## config.mk

```make
export PLATFORM = sky130hd
export DESIGN_NAME = axis_frame_trailer
export DESIGN_NICKNAME = d
export VERILOG_FILES = /design/src/rtl/axis_frame_trailer.sv
export SDC_FILE = /design/constraint.sdc
export NUM_CORES = 1
export LEC_CHECK = 0
export CAP_MARGIN = 0
export CORE_ASPECT_RATIO = 0.5
export CORE_MARGIN = 2
export CORE_UTILIZATION = 54
export CTS_CLUSTER_SIZE = 14
export DETAILED_ROUTE_END_ITERATION = 16
export PLACE_DENSITY = 0.86
export RECOVER_POWER = 50
export SYNTH_ARGS = -nofsm -noshare
export SYNTH_HDL_FRONTEND = slang
export SYNTH_SLANG_ARGS = --single-unit
```

## constraint.sdc

```tcl
create_clock -name clk -period 4.6 [get_ports clk]
set_input_delay 0.46 -clock clk [delete_from_list [all_inputs] [get_ports clk]]
set_output_delay 0.46 -clock clk [all_outputs]
set_load 0.02 [all_outputs]
```

## src/rtl/axis_frame_trailer.sv

```systemverilog
// Forwards a 64-bit AXIS stream through one register stage and appends a trailer
// word (magic, sequence number, truncation flag, word count) after every frame.
module axis_frame_trailer #(
    parameter int unsigned DATA_WIDTH    = 64,
    parameter int unsigned MAX_LEN       = 4096,
    parameter logic [15:0] TRAILER_MAGIC = 16'hFEED
) (
    input  logic                  clk,
    input  logic                  rst,
    input  logic                  s_axis_tvalid,
    input  logic [DATA_WIDTH-1:0] s_axis_tdata,
    input  logic                  s_axis_tlast,
    output logic                  s_axis_tready,
    output logic                  m_axis_tvalid,
    output logic [DATA_WIDTH-1:0] m_axis_tdata,
    output logic                  m_axis_tlast,
    input  logic                  m_axis_tready,
    output logic                  frame_done,
    output logic [15:0]           trunc_count
);

    localparam int unsigned CNT_W = 31;

    typedef enum logic {
        PASS  = 1'b0,
        TRAIL = 1'b1
    } state_t;

    state_t                r_state;
    state_t                w_state_nxt;
    logic [CNT_W-1:0]      r_cnt;
    logic [CNT_W-1:0]      w_cnt_nxt;
    logic [CNT_W-1:0]      w_cnt_inc;
    logic                  r_trunc;
    logic                  w_trunc_nxt;
    logic                  r_m_valid;
    logic                  w_valid_nxt;
    logic [DATA_WIDTH-1:0] r_m_data;
    logic [DATA_WIDTH-1:0] w_data_nxt;
    logic                  r_m_last;
    logic                  w_last_nxt;
    logic [15:0]           r_seq;
    logic [15:0]           r_trunc_cnt;
    logic                  w_out_free;
    logic                  w_s_ready;
    logic                  w_at_max;
    logic                  w_trailer_hs;
    logic [DATA_WIDTH-1:0] w_trailer;

    assign w_out_free   = !r_m_valid || m_axis_tready;
    assign w_trailer_hs = r_m_valid && m_axis_tready && r_m_last;
    assign w_cnt_inc    = r_cnt + CNT_W'(1);
    assign w_at_max     = (w_cnt_inc == CNT_W'(MAX_LEN));
    assign w_trailer    = DATA_WIDTH'({TRAILER_MAGIC, r_seq, r_trunc, r_cnt});

    // Next-state and output-register load decisions
    always_comb begin
        w_state_nxt = r_state;
        w_cnt_nxt   = r_cnt;
        w_trunc_nxt = r_trunc;
        w_valid_nxt = r_m_valid && !m_axis_tready;
        w_data_nxt  = r_m_data;
        w_last_nxt  = r_m_last;
        w_s_ready   = 1'b0;
        case (r_state)
            PASS: begin
                w_s_ready = w_out_free;
                if (s_axis_tvalid && w_out_free) begin
                    w_valid_nxt = 1'b1;
                    w_data_nxt  = s_axis_tdata;
                    w_last_nxt  = 1'b0;
                    w_cnt_nxt   = w_cnt_inc;
                    if (s_axis_tlast || w_at_max) begin
                        w_trunc_nxt = w_at_max && !s_axis_tlast;
                        w_state_nxt = TRAIL;
                    end
                end
            end
            TRAIL: begin
                if (w_out_free) begin
                    w_valid_nxt = 1'b1;
                    w_data_nxt  = w_trailer;
                    w_last_nxt  = 1'b1;
                    w_cnt_nxt   = '0;
                    w_state_nxt = PASS;
                end
            end
            default: w_state_nxt = PASS;
        endcase
    end

    // The trunc flag of the trailer being handed off lives in its own bit 31
    always_ff @(posedge clk) begin
        if (rst) begin
            r_state     <= PASS;
            r_cnt       <= '0;
            r_trunc     <= 1'b0;
            r_m_valid   <= 1'b0;
            r_m_data    <= '0;
            r_m_last    <= 1'b0;
            r_seq       <= '0;
            r_trunc_cnt <= '0;
        end else begin
            r_state   <= w_state_nxt;
            r_cnt     <= w_cnt_nxt;
            r_trunc   <= w_trunc_nxt;
            r_m_valid <= w_valid_nxt;
            r_m_data  <= w_data_nxt;
            r_m_last  <= w_last_nxt;
            if (w_trailer_hs) begin
                r_seq <= r_seq + 16'd1;
                if (r_m_data[31] && (r_trunc_cnt != 16'hFFFF)) begin
                    r_trunc_cnt <= r_trunc_cnt + 16'd1;
                end
            end
        end
    end

    assign s_axis_tready = w_s_ready;
    assign m_axis_tvalid = r_m_valid;
    assign m_axis_tdata  = r_m_data;
    assign m_axis_tlast  = r_m_last;
    assign frame_done    = w_trailer_hs;
    assign trunc_count   = r_trunc_cnt;

endmodule

```

-- After elaboration in Yosys (flattened, before gate mapping)
Index checks and enable logic that the tools add are counted.
- output and inout bits: 84
- bits in registers: 131
- logic and storage cells: 47
- bits of input ports: 69
- muxes and demuxes: 17
- equal/unequal tests: 4
- add/subtract/negate cells: 3
- bitwise operators: 1
- reduce and logical (&&, ||, !) cells: 14
- operators by type and width (cell ; number):
    2-to-1 mux 64 bit ; 2
    case mux 64 bit (2 select lines) ; 1
    2-to-1 mux 31 bit ; 2
    case mux 31 bit (2 select lines) ; 1
    adder 16 x 1 -> 16 bit, second input constant ; 2
    adder 31 x 1 -> 31 bit, second input constant ; 1
    == test 31 x 13 -> 1 bit, second input constant ; 1
    != test 16 bit, second input constant ; 1
    2-to-1 mux 1 bit ; 8
    logical AND 1 bit ; 6
    case mux 1 bit (2 select lines) ; 3
    AND reduction 2 bit ; 2
    zero test 1 bit ; 3
    AND reduction 3 bit ; 1
    logical OR 1 bit ; 2
    != test 2 x 1 -> 1 bit, second input constant ; 1
    != test 2 bit, second input constant ; 1
    NOT 1 bit ; 1

-- Logic depth before layout (Yosys ltp)
Gate-level depths: netlist of the first run.
- depth in word-level cells: 6
- depth in mapped cells: 9
- mapped depth without buffers: 8

-- Least setup slack after synthesis of the first run
Ideal clock, no wire load.
- kind: register to register
- start: register r_cnt[1]
- end: register r_trunc
- stages on the path, launching flop included: 9
- path buffers: 0
- period minus slack after synthesis: 2604 ps
- data arrival time: 2517 ps
- library setup time: 86 ps
- required time: 4514 ps
- setup slack: 1996 ps
- cells stage by stage: dfxtp_1 ha_1 nand3_1 nor4_4 nand3b_1 nor4b_2 o32ai_1 or4_1 a221oi_2
- cells in the longest elaborated chain, start to end: 4
- elaborated cells on any way between the ends: 5
- classes of those cells: add/sub (1); eq/ne (1); reduce/logical (3)
- RTL lines (what ; line ; RTL):
    start, declared ; 31 ; logic [CNT_W-1:0] r_cnt;
    start signal, assigned ; 105 ; r_cnt <= w_cnt_nxt;
    adder 31 x 1 -> 31 bit * ; 52 ; assign w_cnt_inc = r_cnt + CNT_W'(1);
    == test 31 x 13 -> 1 bit * ; 53 ; assign w_at_max = (w_cnt_inc == CNT_W'(MAX_LEN));
    logical OR 1 bit ; 73 ; if (s_axis_tlast || w_at_max) begin
    AND reduction 3 bit (no line) ; - ;
    end signal, assigned ; 106 ; r_trunc <= w_trunc_nxt;
    end, declared ; 34 ; logic r_trunc;
Mark *: on every way between the ends. The rest lies on a longest branch, timed or not.
A chain may end at the register's enable or synchronous reset.

-- Worst setup path after layout of the first run
- start: register r_cnt[0]
- end: register r_trunc
The elaborated chain is that of the path after synthesis.

==> results of run 1 <==
[metal layers]
metal | share of wire | GRT usage
met1 | 0.46 | 0.329
met2 | 0.47 | 0.416
met3 | 0.060 | 0.0696
met4 | 0.014 | 0.0862
met5 | 0 | 0
[metrics by stage]
| step | power (mW) | cells | area (µm²) |
|---|---|---|---|
| after CTS | 3.07 | 1024 | 8410 |
| after global placement | 1.65 | 993 | 7790 |
| after floorplan | 1.46 | 751 | 6280 |
| after detailed placement | 1.66 | 993 | 7790 |
| final | 3.03 | 1024 | 8400 |
| after global routing | 3.14 | 1024 | 8400 |
[registers in the layout, indices dropped and copies added, names as in the netlist]
| name | flops |
|---|---|
| r_seq | 16 |
| m_axis_tdata | 64 |
| r_trunc | 1 |
| m_axis_tvalid | 1 |
| r_state | 1 |
| trunc_count | 16 |
| m_axis_tlast | 1 |
| r_cnt | 31 |
[worst max-delay path: stages, from the launching register on]
cell and delay [ns]:
sky130_fd_sc_hd__dfxtp_1 0.49, sky130_fd_sc_hd__ha_1 0.30, sky130_fd_sc_hd__nand3_1 0.25, sky130_fd_sc_hd__nor4_4 0.74, sky130_fd_sc_hd__nand3b_1 0.31, sky130_fd_sc_hd__nor4b_2 0.28, sky130_fd_sc_hd__o32ai_1 0.12, sky130_fd_sc_hd__or4_1 0.58
sky130_fd_sc_hd__a221oi_2 0.25
[power by group through the flow]
stage / Clock [mW] / Sequential (mW) / Combinational, mW
after global placement: 0 / 1.25 / 0.400
after CTS: 1.43 / 1.23 / 0.411
after floorplan: 0 / 1.30 / 0.159
after global routing: 1.48 / 1.23 / 0.422
final: 1.41 / 1.23 / 0.390
after detailed placement: 0 / 1.25 / 0.408
[synthesized netlist by cell type (7+ instances only)]
library cell / number
sky130_fd_sc_hd__a21oi_1: 36
sky130_fd_sc_hd__nand4_1: 14
sky130_fd_sc_hd__a22oi_1: 10
sky130_fd_sc_hd__clkbuf_1: 48
sky130_fd_sc_hd__and2_1: 7
sky130_fd_sc_hd__nand3_1: 19
sky130_fd_sc_hd__mux2i_1: 49
sky130_fd_sc_hd__buf_2: 7
sky130_fd_sc_hd__inv_1: 7
sky130_fd_sc_hd__a211oi_1: 52
sky130_fd_sc_hd__o21ai_0: 23
sky130_fd_sc_hd__nor3_1: 28
sky130_fd_sc_hd__xnor2_1: 17
sky130_fd_sc_hd__dfxtp_1: 131
sky130_fd_sc_hd__nor4_1: 7
sky130_fd_sc_hd__nor2_1: 148
sky130_fd_sc_hd__nand2_1: 47
sky130_fd_sc_hd__xor2_1: 23
[placed cells by master (no fill, tap or decap), types with 2 or more instances in the layout]
master,Yosys,layout
sky130_fd_sc_hd__nand2_1,47,47
sky130_fd_sc_hd__o32ai_1,2,2
sky130_fd_sc_hd__nand3_1,19,19
sky130_fd_sc_hd__nand2b_1,3,3
sky130_fd_sc_hd__and4_1,6,6
sky130_fd_sc_hd__a311oi_1,6,6
sky130_fd_sc_hd__a31oi_1,5,5
sky130_fd_sc_hd__o21ai_0,23,23
sky130_fd_sc_hd__nor3_1,28,28
sky130_fd_sc_hd__clkbuf_16,0,17
sky130_fd_sc_hd__mux2i_1,49,49
sky130_fd_sc_hd__nand4b_1,4,4
sky130_fd_sc_hd__nor2_1,148,147
sky130_fd_sc_hd__nor4_4,2,2
sky130_fd_sc_hd__a211oi_1,52,52
sky130_fd_sc_hd__nor3b_1,2,2
sky130_fd_sc_hd__nand4_1,14,14
sky130_fd_sc_hd__bufinv_16,0,4
sky130_fd_sc_hd__a211o_1,3,3
sky130_fd_sc_hd__clkinvlp_4,0,2
sky130_fd_sc_hd__xor2_1,23,23
sky130_fd_sc_hd__xnor2_1,17,17
sky130_fd_sc_hd__a22oi_1,10,10
sky130_fd_sc_hd__buf_4,0,6
sky130_fd_sc_hd__clkdlybuf4s50_1,0,68
sky130_fd_sc_hd__inv_1,7,7
sky130_fd_sc_hd__o211ai_1,2,2
sky130_fd_sc_hd__clkinv_2,0,3
sky130_fd_sc_hd__and2_1,7,7
sky130_fd_sc_hd__nand3b_1,4,4
sky130_fd_sc_hd__clkinv_4,0,4
sky130_fd_sc_hd__and3_1,6,6
sky130_fd_sc_hd__or3_1,5,5
sky130_fd_sc_hd__dfxtp_1,131,130
sky130_fd_sc_hd__a21oi_1,36,36
sky130_fd_sc_hd__ha_1,4,4
sky130_fd_sc_hd__dlygate4sd3_1,0,83
sky130_fd_sc_hd__or4_1,2,2
sky130_fd_sc_hd__nor4_1,7,7
[logic make-up after synthesis]
kind of cell | Yosys count | share of synthesized area
AND/OR/NAND/NOR | 312 | 0.240
multiplexers | 49 | 0.0781
AO/OA/AOI/OAI | 146 | 0.155
flip-flops | 131 | 0.418
XOR/XNOR | 40 | 0.0558
adder cells (fa/ha/maj) | 4 | 0.00797
buffers and inverters | 69 | 0.0450
[how the worst max path moves through the flow]
| stage | endpoint | slack (ns) | cells after the start |
|---|---|---|---|
| CTS | r_trunc | 1.20 | 8 |
| detailed placement | r_trunc | 1.29 | 8 |
| global route | r_trunc | 0.87 | 8 |
| finish | r_trunc | 1.18 | 8 |
| floorplan | r_trunc | 2.00 | 8 |
| global placement | r_trunc | 1.46 | 8 |
[final cells by class]
type / count / share of cell area
multi-input cells: 551 / 0.402
flip-flops and latches: 131 / 0.313
repair buffers: 158 / 0.186
clock buffers: 18 / 0.0523
clock inverters: 13 / 0.0220
well taps: 145 / 0.0216
inverters: 8 / 0.00357
==> out/qor.log, run 1 <==
INFO  finish         regArea=0.00263mm²
INFO  cts            cts.repair.resized=0
INFO  synthesis      synth_area_leader_cell=sky130_fd_sc_hd__dfxtp_1
INFO  pwr            sequential_fraction_of_design_power=0.405
INFO  pwr            clock_network_fraction_of_design_power=0.467
INFO  worst_hold_path hold_path_depth=2
INFO  worst_hold_path timing.hold.worst_endpoint=m_axis_tdata[50]
INFO  synthesis      seq_area_frac_synth=0.418
INFO  place          routabilityCongestion=0.872
INFO  drt            detail_route.drc_violations=0
INFO  cts            cts_buffers=17
INFO  global_route   grt-ovfl-total=0
INFO  pwr            vdd.ir_drop.worst=0.205mV
INFO  global_route   groute.usage.overall=0.255
INFO  floorplan      floorplan.core_area=0.0111mm²
INFO  global_route   grt_pass1_wl=25600µm
INFO  sta            clock_skew=0.0105ns
INFO  sta            final.setup.worst_slack=1.18ns
INFO  drt            drt_first_pass_iters=5
INFO  synthesis      mean_area_per_synthesized_cell=8.36µm²
INFO  setup_path     setup.worst_path.end_class=flip-flop
INFO  synthesis      synth_area_leaders=sky130_fd_sc_hd__dfxtp_1, sky130_fd_sc_hd__nor2_1, sky130_fd_sc_hd__mux2i_1
INFO  global_route   grt_max_degree=96
INFO  floorplan      rows=27
INFO  setup_path     critical_path.reg2reg.endpoint=r_trunc
INFO  cts            clock_sink_count=131
INFO  sta            final.min_clock_period=3.42ns
INFO  finish         final_layout_size_suffix_gt1_frac=0.0557
INFO  setup_path     r2r_cells=8
INFO  pwr            leakagePower=3.18nW
INFO  setup_path     worst-r2r-setup-slack=1.18ns
INFO  place          dp.final_hpwl=10500µm
INFO  synthesis      yosys.cell_types.count=51
INFO  floorplan      die-width=156µm
INFO  setup_path     beginning_of_the_worst_register_to_register_path=r_cnt[0]
INFO  drt            detail_route.iter0.violations=443
INFO  sta            post_route_setup_tns=0ns
INFO  pwr            sw_frac_of_total=0.245
INFO  status         violations=max-capacitance violations
INFO  synthesis      postSynth.topFlopCell=sky130_fd_sc_hd__dfxtp_1
INFO  drt            routed_wirelength=15900µm
INFO  synthesis      synth_instances=751
INFO  sta            setup_viol=0
INFO  synthesis      synth_fp_nets=824
INFO  setup_path     critical_path_class=flip-flop to flip-flop
INFO  sta            hold-worst-slack=0.489ns
INFO  floorplan      top_level_ports=153
INFO  pwr            power.density=361mW/mm²
INFO  sta            rsz_0062_raised_after_global_routing=false
INFO  sta            hold_violations=0
INFO  floorplan      die_height=80.2µm
INFO  sta            relative_slew_slack=0.00703
INFO  pwr            power_report.internal_total=2.29mW
INFO  status         outcome=complete, but fails checks
INFO  worst_hold_path hold_class=flip-flop to flip-flop
INFO  place          pre_cts_slack=1.29ns
INFO  setup_path     timing.critical_path.fanout_max=14
INFO  sta            highest_achievable_clock_rate=292MHz
INFO  pwr            combinationalPowerShare=0.129
INFO  drt            drt.antenna.violating_nets=0
INFO  synthesis      netlist_area=0.00628mm²
INFO  cts            cts_hold_repair.buffers=0
INFO  finish         final.fill_count=776
INFO  synthesis      synth_edf_count=0
INFO  finish         area_growth=33.8%
INFO  finish         design.final.nets=940
INFO  cts            clkSlewWorstSetupHoldPaths=0.06ns
INFO  setup_path     cp-startpoint=r_cnt[0]
INFO  setup_path     setup.worst_path.start_class=flip-flop
INFO  setup_path     timing.critical_path.arrival=3.74ns
INFO  drt            routed_wire_length_per_instance=15.5µm
INFO  drt            vias=5845
INFO  cts            cts_tree=yes
INFO  pwr            power.switching=0.743mW
INFO  cts            worst_skew_pair.late_latency=0.42ns
INFO  floorplan      initial_utilization=0.563
INFO  sta            period_share=0.744
INFO  finish         antenna_cells_inserted=0
INFO  cts            htreeDepth=4
INFO  synthesis      synth.yosys.warnings=0
INFO  place          port-buffer-count=152
INFO  cts            max-clock-path-buffers=2
INFO  global_route   grt_antenna_before_repair=0
INFO  setup_path     worstPathRequired=4.91ns
INFO  cts            cts_setup_buffers=0
INFO  synthesis      postSynth.asyncResetShare=0
INFO  global_route   vias_in_the_first_global_route=5308
INFO  synthesis      number_of_synthesized_register_bits=131
INFO  finish         postLayoutCoreUtil=0.754
INFO  worst_hold_path worstHoldStart=m_axis_tdata[50]
INFO  finish         multi_input_comb_area=0.00338mm²
INFO  drt            routed_via_density=5.71
INFO  job            cap_violations=1
INFO  cts            clock_tree.root_cell=sky130_fd_sc_hd__clkbuf_16
INFO  synthesis      synth_top_area_frac=0.418
INFO  sta            worst-slew-pin-transition=1.49ns
INFO  floorplan      fp.dieArea=0.0126mm²
INFO  sta            slew_viol_final=0
(Power assumes the default switching activity.)
==> run 2: changes to the inputs <==
--- a/config.mk
+++ b/config.mk
@@ -8,10 +8,10 @@
 export CAP_MARGIN = 0
 export CORE_ASPECT_RATIO = 0.5
 export CORE_MARGIN = 2
-export CORE_UTILIZATION = 54
+export CORE_UTILIZATION = 50
 export CTS_CLUSTER_SIZE = 14
 export DETAILED_ROUTE_END_ITERATION = 16
-export PLACE_DENSITY = 0.86
+export PLACE_DENSITY = 0.81
 export RECOVER_POWER = 50
 export SYNTH_ARGS = -nofsm -noshare
 export SYNTH_HDL_FRONTEND = slang
==> constraint.sdc (replaced) <==
create_clock -name clk -period 3.4 [get_ports clk]
set_input_delay 0.34 -clock clk [delete_from_list [all_inputs] [get_ports clk]]
set_output_delay 0.34 -clock clk [all_outputs]
set_load 0.02 [all_outputs]
==> run 2 against run 1 <==
Against the previous run: the flow finishes with violations (max-capacitance violations, max-slew violations); largest power group unchanged; clock-buffer cell count decreased by 1; design area increased by 0.76%; global-route usage decreased by 1.2 points; hold slack got worse by 0.0022 ns; core utilization decreased by 4.9 points; power increased by 37%; critical endpoint unchanged; largest cell class unchanged; maximum frequency increased by 9.5%; die area increased by 7.7%; combinational power increased by 39%.
==> out/qor.log, run 2 (same netlist as run 1, synthesis figures left out) <==
INFO  setup_path     path_depth=7 [-1]
INFO  drt            vias=5825 [-0.34%]
INFO  place          place_area=0.00785mm² [+0.87%]
INFO  sta            rsz_0062_raised_after_global_routing=false
INFO  drt            routed_wirelength=16100µm [+1.3%]
INFO  status         outcome=complete, but fails checks
INFO  setup_path     timing.critical_path.arrival=3.42ns [-0.32 ns]
INFO  place          dp.final_hpwl=10800µm [+3.6%]
INFO  floorplan      fp.dieArea=0.0135mm² [+7.7%]
INFO  sta            setup_viol=0 [unchanged]
INFO  pwr            leakagePower=3.18nW [+0.14%]
INFO  finish         largest_register_ffs=64 [unchanged]
INFO  worst_hold_path hold_class=flip-flop to flip-flop
INFO  cts            clkSlewWorstSetupHoldPaths=0.06ns [about the same]
INFO  setup_path     setup.worst_path.end_class=flip-flop
INFO  place          port-buffer-count=152 [unchanged]
INFO  sta            slew_viol_final=121 [+121]
INFO  place          pre_cts_slack=0.392ns [-0.894 ns]
INFO  setup_path     timing.critical_path.fanout_max=13 [-1]
INFO  cts            clock_tree.root_cell=sky130_fd_sc_hd__clkbuf_16
INFO  setup_path     critical-path-max-stage-delay=0.71ns [-0.03 ns]
INFO  drt            routed_via_density=5.55 [-2.7%]
INFO  sta            clock_skew=0.0106ns [+0.000107 ns]
INFO  pwr            sequential_fraction_of_design_power=0.399 [-0.006]
INFO  finish         most_frequent_cells_in_the_layout=sky130_fd_sc_hd__nor2_1, sky130_fd_sc_hd__dfxtp_1, sky130_fd_sc_hd__dlygate4sd3_1
INFO  drt            routed_wire_length_per_instance=15.3µm [-1.1%]
INFO  global_route   vias_in_the_first_global_route=5419 [+2.1%]
INFO  drt            drt.antenna.violating_nets=0 [unchanged]
INFO  cts            cts_setup_buffers=0 [unchanged]
INFO  cts            cts_tree=yes
INFO  setup_path     critical_path_class=flip-flop to flip-flop
INFO  sta            period_share=0.919 [+0.175]
INFO  drt            detail_route.drc_violations=0 [unchanged]
INFO  sta            relative_slew_slack=-0.214 [-0.221]
INFO  pwr            power.density=489mW/mm² [+36%]
INFO  setup_path     r2r_cells=7 [-1]
INFO  sta            final.min_clock_period=3.12ns [-0.298 ns]
INFO  cts            max-clock-path-buffers=2 [unchanged]
INFO  sta            hold_violations=0 [unchanged]
INFO  floorplan      initial_utilization=0.522 [-0.0407]
INFO  pwr            vdd.ir_drop.worst=0.297mV [+45%]
INFO  drt            detail_route.iter0.violations=438 [-1.1%]
INFO  floorplan      top_level_ports=153 [unchanged]
INFO  floorplan      floorplan.core_area=0.0120mm² [+7.8%]
INFO  pwr            power.total=4.14mW [+37%]
INFO  global_route   grt_pass1_wl=26900µm [+5.3%]
INFO  place          placed_cells=1017 [+2.4%]
INFO  status         violations=max-capacitance violations, max-slew violations
INFO  sta            worst-slew-pin-transition=1.82ns [+0.332 ns]
INFO  worst_hold_path hold_path_depth=2 [unchanged]
INFO  setup_path     critical-path-top-delay-family=simple AND/OR/NAND/NOR gates
INFO  floorplan      die_height=83.2µm [+3.7%]
INFO  setup_path     cp_cell_sequence=nand4_4 > nor4_4 > nand2_1 > nor3_1 > o32ai_1 > or4_1 > a221oi_2
INFO  pwr            combinationalPowerShare=0.131 [+0.002]
INFO  floorplan      die-width=162µm [+3.8%]
INFO  sta            highest_achievable_clock_rate=320MHz [+9.5%]
INFO  finish         design.final.nets=944 [+0.43%]
INFO  global_route   groute.usage.overall=0.243 [-0.0123]
INFO  finish         layout.cells.non_filler=1049 [+2.4%]
INFO  finish         finalInstanceArea=0.00847mm² [+0.76%]
INFO  global_route   grt_antenna_before_repair=0 [unchanged]
INFO  sta            final.setup.worst_slack=0.276ns [-0.902 ns]
INFO  setup_path     critPathBufInv=0 [unchanged]
INFO  finish         layout.cells.most_common=sky130_fd_sc_hd__nor2_1
INFO  finish         final_layout_size_suffix_gt1_frac=0.0588 [+0.00308]
INFO  pwr            power_report.internal_total=3.09mW [+35%]
INFO  finish         area_growth=34.9%
INFO  cts            cts_hold_repair.buffers=0 [unchanged]
INFO  job            cap_violations=2 [+1]
INFO  pwr            sw_frac_of_total=0.254 [+0.00893]
INFO  cts            htreeDepth=4 [unchanged]
INFO  global_route   grt_max_degree=88 [-8.3%]
INFO  setup_path     worstPathRequired=3.70ns [-1.21 ns]
INFO  finish         antenna_cells_inserted=0 [unchanged]
INFO  cts            cts_buffers=17 [unchanged]
INFO  cts            worst_skew_pair.late_latency=0.41ns [about the same]
INFO  sta            post_route_setup_tns=0ns [unchanged]
INFO  pwr            clock_network_fraction_of_design_power=0.471 [+0.004]
INFO  global_route   grt-ovfl-total=0 [unchanged]
INFO  drt            drt_first_pass_iters=5 [unchanged]
INFO  place          routabilityCongestion=0.896 [+2.7%]
INFO  cts            cts.repair.resized=0 [unchanged]
INFO  cts            clock_sink_count=131 [unchanged]
INFO  floorplan      rows=28 [+3.7%]
INFO  setup_path     setup.worst_path.start_class=flip-flop
INFO  pwr            power.switching=1.05mW [+42%]
INFO  setup_path     cell_type_of_the_slowest_stage_on_the_worst_timing_path=sky130_fd_sc_hd__nor4_4
## run 2: worst min-delay path, stage by stage, from the launching register on
cell                      delay, ns
sky130_fd_sc_hd__dfxtp_1       0.30
sky130_fd_sc_hd__nor2_1        0.09
sky130_fd_sc_hd__nor3_1        0.04
## run 2: final timing paths
path | from | endpoint | slack (ns)
max | r_cnt[3] | r_trunc | 0.28
min | m_axis_tdata[59] | m_axis_tdata[59] | 0.49
max reg2reg | r_cnt[3] | r_trunc | 0.28
min reg2reg | m_axis_tdata[59] | m_axis_tdata[59] | 0.49
## run 2: power groups by stage
stage	combinational, mW	sequential [mW]	clock [mW]
after floorplan	0.215	1.76	0
after global placement	0.560	1.68	0
after detailed placement	0.565	1.69	0
after CTS	0.570	1.65	1.98
after global routing	0.586	1.66	2.05
final	0.542	1.65	1.95
## run 2: final cells by class
class	instances	area, µm²
Fill cell	950	3550
Inverter	8	30.0
Sequential cell	131	2630
Clock buffer	17	425
Clock inverter	15	205
Timing Repair Buffer	162	1590
Tap cell	165	206
Multi-Input combinational cell	551	3380
## run 2: routing by layer
metal	global-route usage	share of wire	up-vias	routed length, µm
met5	0	0	-	0
met4	0.0861	0.017	0	273
met3	0.0485	0.049	25	795
met2	0.377	0.46	168	7410
met1	0.335	0.47	2703	7600
li1	-	-	2929	-
## run 2: stage by stage
step	utilization	hold WS [ns]
after global placement	0.654	0.475
final	0.704	0.487
after global routing	0.704	0.513
after CTS	0.706	0.490
after detailed placement	0.654	0.478
after floorplan	-	0.428
==> variant, RTL diff (config.mk and constraints of run 2) <==
Set the parameter `DATA_WIDTH` to 72 (it was 64).
--- a/src/rtl/axis_frame_trailer.sv
+++ b/src/rtl/axis_frame_trailer.sv
@@ -1,7 +1,7 @@
 // Forwards a 64-bit AXIS stream through one register stage and appends a trailer
 // word (magic, sequence number, truncation flag, word count) after every frame.
 module axis_frame_trailer #(
-    parameter int unsigned DATA_WIDTH    = 64,
+    parameter int unsigned DATA_WIDTH    = 72,
     parameter int unsigned MAX_LEN       = 4096,
     parameter logic [15:0] TRAILER_MAGIC = 16'hFEED
 ) (
Ports: changed (resized m_axis_tdata and s_axis_tdata); port bits go from 153 to 169. The function was not compared with the original's and may differ.
==> variant against run 2 <==
The flow still finishes with violations (max-capacitance violations, max-slew violations); sequential cell count is 8 higher; area after synthesis grew 5.0%; final area increased by 4.6%; first-iteration DRC count shrank 4.3%; setup slack worse by 72 ps; clock skew is 3.9 ps lower; wire length up 7.4%; combinational power rose by 9.2%; sequential power up 6%; total power shrank 1.9%; maximum frequency is 2.2% lower; global-route usage fell by 0.31 points; critical endpoint unchanged; critical path depth increased by 1; critical path type unchanged.
==> variant: results (changes against run 2) <==
status finished, violations left; failing checks max-capacitance violations, max-slew violations; Starting DRT DRC Count 419 (-4.3%); dpl hpwl 11.4 mm (+5.1%); GRT Util Overall 0.239 (-0.00315); first-pass GRT wire length 28.0 mm (+4.3%); Max Slew Vio Count 75 (-38%); max incr delay on CP 630 ps (-80 ps); Synth top cells by count 155 x nor2_1, 139 x dfxtp_1, 58 x clkbuf_1; largest net degree at the start of global routing 75 (-15%); post-synth cell types 54 (+5.9%); CP max-delay cell or4_1; Compound-Gate Fraction of Synth Area 0.165 (+0.00973); post-synthesis xor/xnor area fraction 0.0518 (-0.00398); register area share after synthesis 0.422 (+0.00447); layout cells sized above 1 0.0615 (+0.00267); Slew @ Worst Pin 1600 ps (-223 ps); top post-synthesis cells by area dfxtp_1 42%, nor2_1 8.8%, mux2i_1 7.4%, a211oi_1 5.9%, xor2_1 3.5%; Cell Area, Placed 0.00835 sq mm (+6.4%); Worst Path Max Fanout 9 (-4); vias in the first global route 5631 (+3.9%); Vias 6281 (+7.8%); Largest register FFs 72 (+13%); placer congestion estimate 0.858 (-4.2%); Leak 0.00330 uW (+3.6%); First-pass DRT Iterations 5 (unchanged); Arrival @ worst endpoint 3510 ps (+90 ps); Adder-Cell Fraction of Synth Area 0.00759 (-0.000378); final net count 996 (+5.5%); PortBufs 168 (+11%); Avg WL per Cell 15.7 um (+2.7%); max_cap viols 1 (-1); Ys Warns 0 (unchanged); Setup WS pre-CTS 311 ps (-80.8 ps); mux cell area share after synthesis 0.0744 (-0.00371); maximum VDD drop 0.000312 V (+5.0%); Gates resized, CTS repair 0 (unchanged); syn_nets 862 (+4.6%); Fin Clk Skew 6.64 ps (-3.92 ps)
-- variant: worst paths after layout --
check,from,to,slack (ps),depth (start not counted)
max reg2reg,r_cnt[1],r_trunc,200,8
min reg2reg,m_axis_tdata[54],m_axis_tdata[54],490,2
max,r_cnt[1],r_trunc,200,8
min,m_axis_tdata[54],m_axis_tdata[54],490,2
-- variant: metal layers --
layer | vias to the layer above | wire length [um] | track usage
met5 | - | 0 | 0
met4 | 0 | 259 | 0.0697
met3 | 28 | 915 | 0.0574
met2 | 175 | 7940 | 0.387
met1 | 2988 | 8160 | 0.323
li1 | 3090 | - | -
-- variant: cell families after synthesis --
| kind of cell | after synthesis |
|---|---|
| muxes | 49 |
| buffers and inverters | 70 |
| and+or+nand+nor | 318 |
| AOI/OAI and AO/OA | 162 |
| DFF | 139 |
| adders and majority gates | 4 |
| xor gates and xnor gates | 39 |
-- variant: where the power goes --
group          internal (uW)  total (uW)  switching (uW)  leakage (uW)
Combinational            270         592             322       0.00189
Clock                   1020        1730             712      0.000268
Sequential              1710        1750            39.0       0.00114
-- variant: worst min-delay path, cell delays in order, from the launching register on --
cell and delay [ps]:
dfxtp_1 300, nor2_1 90, nor3_1 50
-- variant: final cells by class --
class | count | area, sq um
Clock buffer | 19 | 443
Inverter | 4 | 15.0
Fill cell | 1066 | 3920
Tap cell | 170 | 213
Clock inverter | 12 | 101
Timing Repair Buffer | 181 | 1770
Sequential cell | 139 | 2790
Multi-Input combinational cell | 572 | 3530
-- variant: per-stage QoR --
stage          std cells  hold WS, ps
2_1_floorplan        781          428
3_3_place_gp        1066          469
3_5_place_dp        1066          478
4_1_cts             1097          485
5_1_grt             1097          505
6_report            1097          489
